## config.mk

```make
export PLATFORM = sky130hd
export DESIGN_NAME = zuma_lutram_bank
export DESIGN_NICKNAME = d
export VERILOG_FILES = /design/src/rtl/zuma_lutram_bank.sv
export SDC_FILE = /design/constraint.sdc
export NUM_CORES = 1
export LEC_CHECK = 0
export CAP_MARGIN = 15
export CELL_PAD_IN_SITES_DETAIL_PLACEMENT = 2
export CELL_PAD_IN_SITES_GLOBAL_PLACEMENT = 2
export CORE_MARGIN = 2
export CORE_UTILIZATION = 42
export DETAILED_ROUTE_END_ITERATION = 12
export PLACE_DENSITY_LB_ADDON = 0.12
export SLEW_MARGIN = 25
export SYNTH_ARGS = -nofsm -noshare
export SYNTH_HDL_FRONTEND = slang
export SYNTH_SLANG_ARGS = --single-unit
```

## constraint.sdc

```tcl
create_clock -name clk -period 2.2 [get_ports clk]
set_clock_uncertainty 0.05 [all_clocks]
set_input_delay 0.44 -clock clk [delete_from_list [all_inputs] [get_ports clk]]
set_output_delay 0.44 -clock clk [all_outputs]
set_load 0.01 [all_outputs]
```

## src/rtl/zuma_lutram_bank.sv

```systemverilog
// ---------------------------------------------------------------------------
// zuma_lutram_bank
//
// Bank of CHANNELS independent K-input LUT truth tables held in LUTRAM. Each
// channel is read combinationally through its own read address. A handshaked
// loader writes all channels in parallel. Each accepted beat writes one
// truth-table entry, and the entry address increments automatically. This
// lets the configuration controller reprogram a whole mux column without
// generating addresses itself.
//
// Parameters
//   K          LUT input count; each channel holds 2**K entries.
//   CHANNELS   number of independent LUTs.
//   USED       0: bank unused. dpo is tied to 0 and loads are discarded, but
//              the loader still handshakes.
//   INIT_MASK  power-up contents. Channel c occupies [c*2**K +: 2**K].
//
// Ports
//   clk        rising-edge clock
//   rst_n      asynchronous active-low reset (loader only, not the tables)
//   cfg_start  starts a load; sampled only in IDLE
//   cfg_abort  terminates a load in progress; wins over a same-cycle beat
//   cfg_valid  beat valid
//   cfg_data   bit c is written to the current entry of channel c
//   cfg_ready  loader accepts a beat
//   cfg_busy   load in progress
//   cfg_done   one-cycle pulse after the final entry is written
//   dpra       read addresses; channel c uses [c*K +: K]
//   dpo        LUT outputs; forced to 0 while a load is in progress
//
// Build option
//   ZUMA_LUTRAM_OUTREG_EN  when defined, dpo is registered: read latency is
//                          1 cycle and the register resets to 0.
// ---------------------------------------------------------------------------
module zuma_lutram_bank #(
    parameter int                              K         = 6,
    parameter int                              CHANNELS  = 4,
    parameter int                              USED      = 1,
    parameter logic [CHANNELS*(2**K)-1:0]      INIT_MASK = '0
) (
    input  logic                    clk,
    input  logic                    rst_n,
    input  logic                    cfg_start,
    input  logic                    cfg_abort,
    input  logic                    cfg_valid,
    input  logic [CHANNELS-1:0]     cfg_data,
    output logic                    cfg_ready,
    output logic                    cfg_busy,
    output logic                    cfg_done,
    input  logic [CHANNELS*K-1:0]   dpra,
    output logic [CHANNELS-1:0]     dpo
);

    localparam int DEPTH = 2**K;

    typedef enum logic {
        S_IDLE = 1'b0,
        S_LOAD = 1'b1
    } state_t;

    state_t                 state;
    logic [K-1:0]           addr;
    logic                   beat_accept;
    logic                   mem_we;
    logic [CHANNELS-1:0]    rd_bit;
    logic [CHANNELS-1:0]    dpo_comb;

    // Abort wins over a beat presented in the same cycle, so that beat is
    // never accepted or written.
    assign beat_accept = (state == S_LOAD) && cfg_valid && !cfg_abort;
    assign mem_we      = beat_accept && (USED != 0);

    // -----------------------------------------------------------------------
    // Loader FSM. cfg_ready, cfg_busy and cfg_done are registered alongside
    // the state so that they change only on clock edges.
    // -----------------------------------------------------------------------
    // NOTE: sequential state uses non-blocking assignments, so every flop in
    // this block samples pre-edge values regardless of statement order.
    always_ff @(posedge clk or negedge rst_n) begin
        if (!rst_n) begin
            state     <= S_IDLE;
            addr      <= '0;
            cfg_ready <= 1'b0;
            cfg_busy  <= 1'b0;
            cfg_done  <= 1'b0;
        end else begin
            cfg_done <= 1'b0;
            case (state)
                S_IDLE: begin
                    if (cfg_start) begin
                        state     <= S_LOAD;
                        addr      <= '0;
                        cfg_ready <= 1'b1;
                        cfg_busy  <= 1'b1;
                    end
                end
                S_LOAD: begin
                    if (cfg_abort) begin
                        state     <= S_IDLE;
                        cfg_ready <= 1'b0;
                        cfg_busy  <= 1'b0;
                    end else if (cfg_valid) begin
                        // The increment past the last entry wraps to 0, but
                        // the FSM leaves LOAD on that beat, so no second
                        // pass is ever written.
                        addr <= addr + 1'b1;
                        if (&addr) begin
                            state     <= S_IDLE;
                            cfg_ready <= 1'b0;
                            cfg_busy  <= 1'b0;
                            cfg_done  <= 1'b1;
                        end
                    end
                end
                default: begin
                    state     <= S_IDLE;
                    cfg_ready <= 1'b0;
                    cfg_busy  <= 1'b0;
                end
            endcase
        end
    end

    // -----------------------------------------------------------------------
    // Truth tables: one DEPTH-bit LUTRAM per channel. All channels share the
    // loader address. Each channel has its own read port.
    // -----------------------------------------------------------------------
    for (genvar c = 0; c < CHANNELS; c++) begin : g_ch
        logic [DEPTH-1:0] table_bits = INIT_MASK[c*DEPTH +: DEPTH];

        // NOTE: the table has no reset on purpose. LUTRAM cannot be cleared
        // in one cycle, so a reset mid-load keeps whatever was written.
        always_ff @(posedge clk) begin
            if (mem_we) begin
                table_bits[addr] <= cfg_data[c];
            end
        end

        assign rd_bit[c] = table_bits[dpra[c*K +: K]];
    end

    // Outputs are blanked during a load so the fabric never sees a
    // partially written table.
    always_comb begin
        dpo_comb = '0;
        if ((USED != 0) && !cfg_busy) begin
            dpo_comb = rd_bit;
        end
    end

`ifdef ZUMA_LUTRAM_OUTREG_EN
    // Gating sits before the register, so dpo stays 0 for one cycle after
    // cfg_busy falls.
    logic [CHANNELS-1:0] dpo_q;

    always_ff @(posedge clk or negedge rst_n) begin
        if (!rst_n) begin
            dpo_q <= '0;
        end else begin
            dpo_q <= dpo_comb;
        end
    end

    assign dpo = dpo_q;
`else
    assign dpo = dpo_comb;
`endif

endmodule

```

== Word-level counts from Yosys, hierarchy flattened ==
Index checks and enable logic that the tools add are counted.

* $add $sub $neg: 1
* Bitwise operators: 1
* Mux-type cells: 33
* $lt $le $gt $ge: 6
* Equal/unequal tests: 5
* Reduce and logical (&&, ||, !) cells: 7

{| class="wikitable"
|+ Operator list
! kind !! number
|-
| bitwise mux 64 bit || 4
|-
| less-than comparator 6 x 7 -> 1 bit, second input constant || 5
|-
| binary-select mux 1 bit (select 6 bit) || 4
|-
| two-way mux 6 bit || 3
|-
| two-way mux 1 bit || 17
|-
| one-hot mux 6 bit (2 select lines) || 1
|-
| adder 6 x 1 -> 6 bit, second input constant || 1
|-
| demux 1 bit (select 6 bit) || 1
|-
| greater-or-equal comparator 6 x 1 -> 1 bit, second input constant || 1
|-
| inequality test 2 bit, second input constant || 3
|-
| AND reduction 3 bit || 2
|-
| AND reduction 6 bit || 1
|-
| two-way mux 4 bit || 1
|-
| one-hot mux 1 bit (2 select lines) || 2
|-
| logical AND 1 bit || 3
|-
| inequality test 3 x 2 -> 1 bit, second input constant || 1
|-
| inequality test 3 bit, second input constant || 1
|-
| zero test 1 bit || 1
|-
| NOT 1 bit || 1
|}

* Bits in registers: 265
* Output and inout bits: 7
* Logic and storage cells: 61

== Logic depth before layout (Yosys ltp) ==
* Word-level depth: 5
* Depth in mapped cells: 7

== Worst setup path before layout ==
Ideal clock, no wire load.

* Kind: input -> output
* Start point: input dpra[7]
* End point: output dpo[1]
* Setup slack: -0.231 ns
* Stages: 7
* Data arrival time: 1.941 ns
* Required time: 1.710 ns
* Cell sequence: buf_2 -> buf_2 -> mux4_2 -> mux4_2 -> nand2b_1 -> nand3b_1 -> o32ai_1

* Word-level cells in the longest chain between the ends: 3

{| class="wikitable"
|+ RTL lines
! what !! line !! RTL
|-
| from (decl) || 50 || <nowiki>input logic [CHANNELS*K-1:0] dpra,</nowiki>
|-
| binary-select mux 1 bit (select 6 bit) || 139 || <nowiki>assign rd_bit[c] = table_bits[dpra[c*K +: K]];</nowiki>
|-
| two-way mux 1 bit (not written as such) || 139 ||
|-
| two-way mux 4 bit || 146 || <nowiki>if ((USED != 0) && !cfg_busy) begin</nowiki>
|-
| to (decl) || 51 || <nowiki>output logic [CHANNELS-1:0] dpo</nowiki>
|}

Every way passes these cells. The select of a mux whose other input is x is not followed.

== Worst setup path in the final report ==
* Start point: register g_ch[0].table_bits[63]
* End point: output dpo[0]

* Word-level cells in the longest chain between the ends: 3

{| class="wikitable"
|+ RTL lines
! what !! line !! RTL
|-
| from (decl) || 129 || <nowiki>logic [DEPTH-1:0] table_bits = INIT_MASK[c*DEPTH +: DEPTH];</nowiki>
|-
| from (signal, indexed assignment) || 135 || <nowiki>table_bits[addr] <= cfg_data[c];</nowiki>
|-
| binary-select mux 1 bit (select 6 bit) || 139 ||
|-
| two-way mux 1 bit (not written as such) || 139 ||
|-
| two-way mux 4 bit || 146 ||
|}

Every way passes these cells. The select of a mux whose other input is x is not followed.

==> results.yml <==
run_status:
  status: "finished with violations"
  violations: "setup timing"
pwr:
  switching_power_w: 0.00249
  power_leakage_nw: 4.82
  combPwrFrac_pct: 7.6
  p_clk_share_pct: 42.7
  switching_share_pct: 22.2
  ir_drop_mv: 0.698
  powerDensity_nw_per_um2: 812
  p_seq_share_pct: 49.8
  cell_internal_pwr_w: 0.00871
  p_total_w: 0.0112
placed_design:
  hpwl_um: 24400
  pre_cts_ws_ns: -1.50
  gp_congestion: 0.857
  dp_cells: 1060
  io_buffers: 39
  placed_cell_area_um2: 12700
synth:
  netlist_instances: 574
  syn_nets: 608
  synth_cell_type_count: 41
  ys_seq_elements: 265
  ys.flop_type: "edfxtp_1"
  syn_avg_cell_area_um2: 18.7
  synthesis.area_um2: 10700
  ys_seq_area_share_pct: 73.9
  yosys_warnings: 0
  async_reset_ff_share_pct: 3.40
  synth_edf_count: 256
clock_tree:
  cts_buffer_depth: 3
  cts_tree: "yes"
  cts_max_level: 1
  numCtsBuffers: 29
  cts_root_buffer: "clkbuf_16"
  cts_hold_buf: 0
  clk_latency_ns: 0.56
  cts_sinks: 265
  clk_pin_slew_ns: 0.06
routing:
  dr.first_iter.drc_count: 650
  drc: 0
  via_per_inst: 5.73
  drtAntennaViolNets: 0
  wl_per_cell_um: 31.7
  dr.pass1.iters: 4
  vias: 6411
  totalWireLength_um: 35500
floorplan:
  io_pins: 40
  coreArea_um2: 25100
  die_y_um: 164
  rows: 58
  initial_core_util_pct: 42.7
  die_area_um2: 26800
  die_x_um: 164
global_routing:
  overflow: 0
  antenna_found_initial: 1
  grt_pass1_wl_um: 51000
  grt_max_degree: 65
  grtUsageTotal_pct: 27.6
  grt_pass1_vias: 7083
worst_setup_path:
  crit_fanout: 1
  startpoint_type: "flip-flop"
  required_ns: 1.71
  arrival_ns: 2.55
  path_class: "reg2out"
  cp-end-kind: "output port"
sta:
  fmax_mhz: 329
  finalMaxSlewViolations: 0
  fin_ws_ns: -0.837
  slew_headroom_pct: 53.4
  worstMarginPinSlew_ns: 0.699
  setup_viol: 4
  hold_viol: 0
  rsz0062_at_grt: "yes"
  period_minus_slack_ns: 3.04
  final.period_utilization_pct: 138
cells_and_area:
  layout-drive-gt1-share_pct: 37.3
  mostFrequentLayoutCells: "edfxtp_1 (256), buf_4 (130), nor2_1 (76), mux4_2 (65), clkbuf_16 (29)"
  area_delta_synth_final_pct: 28.8
  fin_area_um2: 13800
  fin_nets: 800
  final_cells: 1119
  layout_commonest_cell: "edfxtp_1"
worst_hold_path:
  worstHoldPathType: "in2async"
job:
  maxCapViolCount: 0
[metal layers]
layer / part of all wire, % / up-vias / track usage (%) / routed length [µm]
li1: - / 2688 / - / -
met1: 39 / 3417 / 35.1 / 13900
met2: 52 / 240 / 48.0 / 18400
met3: 6.0 / 66 / 5.03 / 2120
met4: 3.1 / 0 / 9.05 / 1120
met5: 0 / - / 0 / 0
[critical path, cell delays in order, from the launching register on]
cell and delay [ns]:
edfxtp_1 0.38, mux4_2 0.48, mux4_2 0.57, nand2b_4 0.17, o211ai_1 0.10, o41ai_2 0.12, buf_2 0.15
[power groups by stage]
stage | Sequential, W | Clock, W | Combinational, W
after floorplan | 0.00567 | 0 | 0.000348
after global routing | 0.00557 | 0.00502 | 0.000891
final | 0.00557 | 0.00478 | 0.000848
after CTS | 0.00557 | 0.00485 | 0.000847
after global placement | 0.00567 | 0 | 0.000774
after detailed placement | 0.00568 | 0 | 0.000813
[metrics by stage]
step | setup TNS [ns] | hold WS (ns) | utilization [%]
global placement | -19.48 | 0.469 | 50.6
floorplan | -0.368 | 0.0944 | -
detailed placement | -43.21 | 0.488 | 50.6
global route | -3.23 | 0.183 | 54.9
CTS | -3.14 | 0.165 | 54.9
finish | -3.03 | 0.165 | 55.0
[area by class of cell]
class / count / area (µm²)
clock buffer: 35 / 748
inverter: 5 / 18.8
antenna: 1 / 2.50
fill: 2183 / 11300
sequential: 265 / 7910
clock inverter: 18 / 170
tap: 330 / 413
multi-input combinational: 268 / 2720
timing repair buffer: 197 / 1810
[registers in the layout (all words and copies together) (netlist names)]
name,count
g_ch.table_bits,256
cfg_busy,1
addr,6
state,1
cfg_done,1
[synthesized netlist by cell type (2+ instances only)]
cell	instances	area [µm²]
edfxtp_1	256	7690
nor2_1	77	289
mux4_2	64	1440
mux2i_1	23	230
nand2_1	22	82.6
clkbuf_1	17	63.8
buf_2	13	65.1
nand3_1	10	50.1
o21ai_0	10	50.1
dfrtp_1	9	225
a21oi_1	6	30.0
nor2b_1	6	37.5
inv_1	5	18.8
nand3b_1	5	37.5
nand2b_1	4	25.0
nor3b_1	4	30.0
o211ai_1	4	30.0
buf_4	3	22.5
nor3_1	3	15.0
nor4_1	3	18.8
o41ai_1	3	26.3
a21o_1	2	15.0
a221oi_1	2	17.5
a31oi_1	2	12.5
nand4b_1	2	17.5
o2111a_1	2	22.5
or2_2	2	12.5
or3b_2	2	17.5
[path summary, 6_finish.rpt]
| path | startpoint | to | cells after the start | slack (ns) |
|---|---|---|---|---|
| max in group asynchronous | rst_n | cfg_busy$_DFFE_PN0P_ | 1 | 1.57 |
| max | g_ch[0].table_bits[63]$_DFFE_PP_ | dpo[0] | 6 | -0.84 |
| min in group clk | cfg_data[3] | g_ch[3].table_bits[27]$_DFFE_PP_ | 2 | 0.32 |
| max reg2reg | addr[0]$_DFFE_PN0P_ | g_ch[2].table_bits[14]$_DFFE_PP_ | 6 | 0.11 |
| min reg2reg | addr[0]$_DFFE_PN0P_ | addr[0]$_DFFE_PN0P_ | 1 | 0.51 |
| min | rst_n | addr[3]$_DFFE_PN0P_ | 1 | 0.17 |
[repair_timing]
item,CTS,global route
buffers inserted,8,0
resized for setup,59,2
pin swaps,8,1
setup endpoints to repair,6,4
cloned,1,0
[cell families (layout without fill, tap and decap cells)]
logic type,count (synthesis),count (layout),share of synthesized area [%]
and+or+nand+nor,144,144,6.20
adders and majority gates,1,1,0.117
xor gates and xnor gates,1,1,0.0818
DFF,265,265,73.9
other,0,1,0
AOI/OAI and AO/OA,34,34,2.11
buffers and inverters,41,255,1.78
muxes,88,88,15.8
No activity file was read; power rests on OpenSTA's default activity.
==> patch (config.mk and constraints unchanged) <==
Add an input register stage for `cfg_start`, `cfg_abort`, `cfg_valid` and `cfg_data`, cleared by the reset; this delays them by one clock. The other inputs are not delayed to match. Comments in the files are not updated.
--- a/src/rtl/zuma_lutram_bank.sv
+++ b/src/rtl/zuma_lutram_bank.sv
@@ -58,6 +58,25 @@
         S_LOAD = 1'b1
     } state_t;
 
+    logic cfg_start_q;
+    logic cfg_abort_q;
+    logic cfg_valid_q;
+    logic [CHANNELS-1:0] cfg_data_q;
+
+    always_ff @(posedge clk or negedge rst_n) begin
+        if (!rst_n) begin
+            cfg_start_q <= '0;
+            cfg_abort_q <= '0;
+            cfg_valid_q <= '0;
+            cfg_data_q  <= '0;
+        end else begin
+            cfg_start_q <= cfg_start;
+            cfg_abort_q <= cfg_abort;
+            cfg_valid_q <= cfg_valid;
+            cfg_data_q  <= cfg_data;
+        end
+    end
+
     state_t                 state;
     logic [K-1:0]           addr;
     logic                   beat_accept;
@@ -67,7 +86,7 @@
 
     // Abort wins over a beat presented in the same cycle, so that beat is
     // never accepted or written.
-    assign beat_accept = (state == S_LOAD) && cfg_valid && !cfg_abort;
+    assign beat_accept = (state == S_LOAD) && cfg_valid_q && !cfg_abort_q;
     assign mem_we      = beat_accept && (USED != 0);
 
     // -----------------------------------------------------------------------
@@ -87,7 +106,7 @@
             cfg_done <= 1'b0;
             case (state)
                 S_IDLE: begin
-                    if (cfg_start) begin
+                    if (cfg_start_q) begin
                         state     <= S_LOAD;
                         addr      <= '0;
                         cfg_ready <= 1'b1;
@@ -95,11 +114,11 @@
                     end
                 end
                 S_LOAD: begin
-                    if (cfg_abort) begin
+                    if (cfg_abort_q) begin
                         state     <= S_IDLE;
                         cfg_ready <= 1'b0;
                         cfg_busy  <= 1'b0;
-                    end else if (cfg_valid) begin
+                    end else if (cfg_valid_q) begin
                         // The increment past the last entry wraps to 0, but
                         // the FSM leaves LOAD on that beat, so no second
                         // pass is ever written.
@@ -132,7 +151,7 @@
         // in one cycle, so a reset mid-load keeps whatever was written.
         always_ff @(posedge clk) begin
             if (mem_we) begin
-                table_bits[addr] <= cfg_data[c];
+                table_bits[addr] <= cfg_data_q[c];
             end
         end
 
Function: changed (a bounded check fails within 4 cycles, from zero or initial values and one cycle with rst_n low).
==> patch against the original RTL <==
  * The run still ends with negative setup slack left
  * Power increased by 0.18%
  * Cell area decreased by 0.54%
  * Global-route usage decreased by 1.8 points
  * Worst setup slack got worse by 0.037 ns
  * Sequential cell count increased by 7
  * Highest routed layer unchanged
  * Area after synthesis increased by 1.8%
  * Critical path type unchanged
  * First-iteration DRC count decreased by 11%
  * Largest cell class unchanged
  * Sequential share of layout area increased by 1.6 points
  * Routed wire length decreased by 5.8%
==> patch: results (changes against the original RTL) <==
status finished with violations; violated checks negative setup slack; Worst Setup EP dpo[3]; diode count 0 (-1); WL per Instance 31.2 um (-1.5%); crit-path max FO 1 (unchanged); post-synthesis mux area share 0.167 (+0.00858); dpl cells 1,006 (-5.1%); DP HPWL 22,900 um (-6.3%); compound-gate portion of the synthesized area 0.0165 (-0.00462); initial antenna violation count 0 (-1); M1 GR Usage 0.335 (-0.0164); post-synthesis cell type count 40 (-2.4%); Crit. Startpoint g_ch[3].table_bits[46]; worst-case vdd ir drop 0.725 mV (+3.9%); cell count after synthesis 561 (-2.3%); first-pass GRT wire length 48,700 um (-4.4%); proportion of layout cells with a drive suffix above 1 0.364 (-0.00958); Placer Congestion 0.826 (-3.5%); NumNets Final 752 (-6.0%); Adder-Cell Fraction of Synth Area 0.00115 (-0.0000205); top area cells in the synthesized netlist edfxtp_1 (70%), mux4_2 (11%), mux4_1 (4.3%); Vias/cell 5.78 (+0.86%); number of flops mapped to enable cells by yosys 256 (unchanged); WL met3 1720 um (-19%); r2r startpoint addr[2]; Cell Area, Placed 0.0126 mm2 (-1.2%); sw power 2.49 mW (-0.11%); grt met3 use 0.0412 (-0.00904); Slew @ Worst Pin 0.902 ns (+0.203 ns); DRT met1 WL 13,500 um (-2.7%); Final setup viols 4 (unchanged); vias in the first global route 6,936 (-2.1%); initial DRC count 579 (-11%); worst setup margin -0.873 ns (-0.0366 ns); Mapped Nets 595 (-2.1%); asr flop ratio synth 0.0588 (+0.0249); GR Util All Layers 0.258 (-0.0177); CP arrival 2.58 ns (+0.03 ns); post-synthesis sequential area ratio 0.742 (+0.00310); DR top layer met4; worst reg2reg path depth 3 (-3); CTS resizes 69 (+17%); 1st-pass router iterations 5 (+1); Post-Synth XOR/XNOR Area 0.000803 (-0.0000144); Clock Latency Late Sink 0.54 ns (-0.02 ns); post-CTS setup buffers 7 (-1); DR vias 6,183 (-3.6%); Leak 4.75 nW (-1.3%); met2 Usage GRT 0.443 (-0.0371); Top Registers g_ch.table_bits x256, addr x6, cfg_data_q x4; Sum Neg Setup Slack -3.06 ns (-0.0323 ns); Worst R2R End g_ch[1].table_bits[5]; dpl ws -1.37 ns (+0.134 ns); met2 WL post-DR 17,100 um (-7.1%); top cell types by occurrence after synthesis edfxtp_1 (256), nor2_1 (75), mux4_2 (51), mux2i_1 (20), mux4_1 (18); HP Class in -> async
## patch: worst min-delay path by stage
stage                     to  slack (ns)  depth (start not counted)
2_1_floorplan        addr[0]        0.09                          0
3_3_place_gp        cfg_done        0.43                          1
3_5_place_dp        cfg_done        0.44                          1
4_1_cts        cfg_data_q[1]        0.27                          1
5_1_grt          cfg_abort_q        0.28                          1
6_report             addr[5]        0.28                          1
## patch: critical path, stage by stage (launching register included)
cell and delay (ns):
edfxtp_1 0.38, mux4_2 0.50, mux4_2 0.47, o211ai_1 0.33
o32ai_4 0.17, buf_2 0.18
## patch: area by class of cell
type,instances,area [um2]
clock buffers,37,756
well taps,330,413
repair buffers,158,1540
flip-flops and latches,272,8100
fillers,2191,11600
inverters,8,30.0
clock inverters,16,124
multi-input cells,249,2770
## patch: power by group through the flow
stage               clock network, mW  registers, mW  logic, mW
floorplan                           0           5.85      0.334
global placement                    0           5.85      0.715
detailed placement                  0           5.86      0.741
CTS                              4.70           5.75      0.804
global route                     4.92           5.75      0.849
finish                           4.66           5.75      0.810
